<file path="src/rtl/inst_fetch.sv">
// Purpose: instruction-fetch front end; owns the PC, fetches words over req/ack, detects exit syscall, counts retirements.
// Latency: advance at edge k -> imem_req in cycle k+1 -> IM/inst_valid from edge k+2 with zero-wait memory (+1 per wait cycle).
// Backpressure: the current instruction is held until advance; memory wait states stall in REQ indefinitely.
module inst_fetch #(
    parameter logic [31:0] RESET_PC = 32'h00000000
) (
    input  logic        clk,
    input  logic        rst,
    input  logic [31:0] NextPC,
    input  logic [31:0] RegRS,
    input  logic        advance,
    input  logic        imem_ack,
    input  logic [31:0] imem_rdata,
    output logic        imem_req,
    output logic [31:0] imem_addr,
    output logic [31:0] PC,
    output logic [31:0] IM,
    output logic        inst_valid,
    output logic        halted,
    output logic        fault,
    output logic [31:0] retired
);

    typedef enum logic [1:0] {
        IDLE = 2'd0,
        REQ  = 2'd1,
        HOLD = 2'd2,
        HALT = 2'd3
    } state_t;

    state_t      state;
    state_t      state_nxt;

    logic [31:0] pc_nxt;
    logic [31:0] im_nxt;
    logic [31:0] retired_nxt;
    logic        halted_nxt;
    logic        fault_nxt;

    logic        pc_aligned;
    logic        exit_syscall;

    // A word fetch is only legal on a 4-byte boundary.
    assign pc_aligned   = (PC[1:0] == 2'b00);

    // Exit service: R-type syscall with service code 10 in $v0 (delivered on RegRS).
    assign exit_syscall = (IM[31:26] == 6'h00) && (IM[5:0] == 6'h0c) &&
                          (RegRS == 32'h0000000a);

    // State register; reset returns to IDLE from any state.
    always_ff @(posedge clk or posedge rst) begin
        if (rst) begin
            state <= IDLE;
        end else begin
            state <= state_nxt;
        end
    end

    // Next-state and architectural register updates.
    always_comb begin
        state_nxt   = state;
        pc_nxt      = PC;
        im_nxt      = IM;
        retired_nxt = retired;
        halted_nxt  = halted;
        fault_nxt   = fault;
        case (state)
            IDLE: begin
                state_nxt = REQ;
            end
            REQ: begin
                if (!pc_aligned) begin
                    // Never touch memory with a misaligned address; stop for good.
                    fault_nxt  = 1'b1;
                    halted_nxt = 1'b1;
                    state_nxt  = HALT;
                end else if (imem_ack) begin
                    im_nxt    = imem_rdata;
                    state_nxt = HOLD;
                end
            end
            HOLD: begin
                if (advance) begin
                    retired_nxt = retired + 32'd1;
                    if (exit_syscall) begin
                        // PC stays on the syscall so it remains observable after halting.
                        halted_nxt = 1'b1;
                        state_nxt  = HALT;
                    end else begin
                        pc_nxt    = NextPC;
                        state_nxt = REQ;
                    end
                end
            end
            HALT: begin
                state_nxt = HALT;
            end
            default: begin
                state_nxt = IDLE;
            end
        endcase
    end

    // PC, instruction word, status flags and retirement counter.
    always_ff @(posedge clk or posedge rst) begin
        if (rst) begin
            PC      <= RESET_PC;
            IM      <= 32'h00000000;
            retired <= 32'h00000000;
            halted  <= 1'b0;
            fault   <= 1'b0;
        end else begin
            PC      <= pc_nxt;
            IM      <= im_nxt;
            retired <= retired_nxt;
            halted  <= halted_nxt;
            fault   <= fault_nxt;
        end
    end

    // Handshake outputs decode from state and PC only, so reset drops the request at once.
    assign imem_req   = (state == REQ) && pc_aligned;
    assign imem_addr  = PC;
    assign inst_valid = (state == HOLD);

endmodule

</file>
<file path="config.mk">
export PLATFORM = sky130hd
export DESIGN_NAME = inst_fetch
export DESIGN_NICKNAME = d
export VERILOG_FILES = /design/src/rtl/inst_fetch.sv
export SDC_FILE = /design/constraint.sdc
export NUM_CORES = 1
export LEC_CHECK = 0
export ABC_AREA = 1
export CAP_MARGIN = 30
export CORE_MARGIN = 3
export CORE_UTILIZATION = 30
export CTS_BUF_LIST = sky130_fd_sc_hd__clkbuf_16
export CTS_CLUSTER_SIZE = 28
export DETAILED_ROUTE_END_ITERATION = 10
export PLACE_DENSITY = 0.61
export REMOVE_ABC_BUFFERS = 1
export SLEW_MARGIN = 40
export SYNTH_ARGS = -nofsm -noshare
export SYNTH_HDL_FRONTEND = slang
export SYNTH_SLANG_ARGS = --single-unit
</file>
<file path="constraint.sdc">
create_clock -name clk -period 9.05 [get_ports clk]
set_clock_uncertainty 0.2 [all_clocks]
set_input_delay 2.2625 -clock clk [delete_from_list [all_inputs] [get_ports clk]]
set_output_delay 2.2625 -clock clk [all_outputs]
set_load 0.01 [all_outputs]
</file>
==> key figures <==
Run status
  – Status: finished, final reports clean

CTS
  – Longest Clk Path Bufs: 2
  – Clock transition at path regs: 70 ps
  – CTS Hold Bufs: 0
  – CTS Root Cell: clkbuf_16
  – TritonCTS clock tree: built
  – Setup bufs post-CTS: 0
  – H-tree depth: 3
  – # resized after CTS: 0
  – Total CTS buffers: 9
  – Clock Latency Late Sink: 340 ps
  – Clock tree sinks: 100

Layout
  – Share of cells above drive strength 1: 0.04444
  – Fillers: 1,591
  – Most frequent cells in the layout: 246 x nand2_1, 231 x clkdlybuf4s50_1, 100 x dfrtp_1
  – FF/Latch Area: 2502 µm²
  – Most common cell after layout, fill and taps aside: nand2_1
  – Multi-input logic area: 1871 µm²
  – ANT cells: 0
  – Post-layout net count: 906
  – P&R area growth vs syn: 52.22%

Drt
  – Drt wl/cell: 13.70 µm
  – ANT nets after route: 0
  – Vias: 4,348
  – Final wirelength: 14,050 µm
  – Initial drt markers: 176
  – DRC violations left: 0
  – First drt pass iteration count: 4
  – Post-DR vias/cell: 4.238

Floorplan
  – Initial cell density of the core: 0.3073
  – Placeable Area: 15,940 µm²
  – Die X: 133.8 µm
  – IO Pins: 232
  – Die Span Y: 133.8 µm
  – Row Count: 46
  – Die area: 17,900 µm²

Global routing
  – Total track usage: 0.1555
  – Largest net degree at the start of global routing: 60
  – Vias in the first global route: 4,331
  – Grt total ovfl: 0
  – Antenna violations before repair: 0
  – First-pass GRT wire length: 21,980 µm

Placed design
  – Pre-CTS setup slack: 3995 ps
  – GPL Wtd Cong: 0.8148
  – PortBufs: 231
  – HPWL after detailed placement: 10,710 µm

Synth
  – Seq/Total Area, Yosys: 0.5107
  – Number of synthesized flops with an enable pin: 0
  – Top_reg_cell synth: dfrtp_1
  – Area leader, netlist: dfrtp_1
  – Synthesized cell area: 4900 µm²
  – Netlist cell types: 27
  – Synthesis Warnings: 0
  – Synth area leaders: dfrtp_1 51%, nand2_1 19%, buf_4 5.4%
  – Post-Synth Simple-Gate Area: 0.3256
  – Top cell type's share of synthesized area: 0.5107
  – Adder-Cell Fraction of Synth Area: 0.002554
  – #FFs+latches synth: 100
  – Synth Instances: 609
  – Compound-gate portion of the synthesized area: 0.01430
  – Ys async rst share: 1.000
  – Multiplexer share of the synthesized area: 0
  – Largest family of logic cells by synthesized area: simple AND/OR/NAND/NOR gates
  – Avg Inst Size Synth: 8.045 µm²
  – Synth Area in XOR/XNOR: 0.03933

Critical path
  – CP Data Required Time: 9130 ps
  – Worst r2r dst: PC[21]
  – Data arrival, critical path: 4680 ps
  – Crit Path Class: in -> reg
  – CP Launch Type: input port
  – Worst setup startpoint: RegRS[11]
  – Crit Path Max Fanout: 35
  – Type of destination of the critical path: register
  – CP endpoint: PC[21]
  – Reg2reg path depth: 9
  – R2R setup slack: 6380 ps
  – R2r startpoint: IM[28]

Timing
  – RSZ-0062 raised after global routing: false
  – Fin worst setup slack: 4449 ps
  – Endpoints failing hold: 0
  – Slew Limit Fails: 0
  – Fin crit period: 4601 ps
  – Worst-margin pin slew: 777.6 ps
  – Period utilisation layout: 0.5084
  – Setup TNS: 0 ps
  – Worst rel slew slack: 0.4810
  – Endpoints failing setup: 0
  – Max Clk Rate: 0.2174 GHz

Min path
  – Worst Hold Class: reg -> reg

Power and ir drop
  – Power per Cell Area: 234.3 nW/µm²
  – P_leak: 3.411 nW
  – VDD IR-drop max: 0.1464 mV

Run
  – Max_cap viols: 0
[per-layer routing]
metal	GRT usage	part of all wire	vias up
met5	0	0	-
met4	0.06000	0.021	0
met3	0.04689	0.070	20
met2	0.2605	0.48	138
met1	0.1889	0.43	1964
li1	-	-	2226
[power breakdown]
group	switching [mW]	internal (mW)	leakage, nW
sequential	0.106	0.581	1.29
clock	0.165	0.211	0.147
combinational	0.279	0.406	1.98
total	0.549	1.20	3.41
[area by class of cell]
class	count	share of cell area
timing repair buffer	233	0.3120
tap	216	0.03624
clock buffer	9	0.03020
multi-input combinational	409	0.2508
sequential	100	0.3355
inverter	52	0.02701
clock inverter	7	0.008220
[Yosys cell counts, types with 4 or more instances]
cell,number
buf_2,9
buf_4,35
dfrtp_1,100
inv_1,49
nand2_1,246
nand3_1,40
nand3_2,4
nand3b_1,6
nand4_1,5
nor2_1,50
nor2_2,6
nor3_1,6
o21ai_0,12
xnor2_1,14
xor2_1,8
[metrics by stage]
step / area [µm²] / util / instances / hold WS [ps] / power (mW)
finish: 7458 / 0.4678 / 1026 / 260.5 / 1.747
global route: 7458 / 0.4678 / 1026 / 288.6 / 1.856
CTS: 7456 / 0.4677 / 1026 / 269.1 / 1.776
detailed placement: 7169 / 0.4497 / 1010 / 251.5 / 1.387
global placement: 7169 / 0.4497 / 1010 / 252.7 / 1.382
floorplan: 4569 / - / 561 / 292.3 / 0.9013
[flip-flops by register name, indices dropped and copies added (netlist names)]
| name | flops |
|---|---|
| state | 2 |
| retired | 32 |
| PC | 32 |
| halted | 1 |
| IM | 32 |
| fault | 1 |
[critical path, stage by stage]
cell	delay [ps]
clkdlybuf4s50_1	400
nor2_1	90
and2_1	120
nand2_1	50
nor2_1	130
nand3_2	600
nand2_2	780
nand2_1	120
nand2_1	90
[how the worst min path moves through the flow]
stage                  start  endpoint  cells after the start
floorplan           state[0]  state[1]                      2
global placement      halted    halted                      2
detailed placement    halted    halted                      2
CTS                   halted    halted                      2
global route          halted    halted                      2
finish                halted    halted                      2
[cell families after synthesis]
group | after synthesis
AOI/OAI and AO/OA | 14
xor gates and xnor gates | 22
adders and majority gates | 1
buffers and inverters | 100
DFF | 100
and+or+nand+nor | 372
Note: power is estimated with default switching activity, not from simulation.
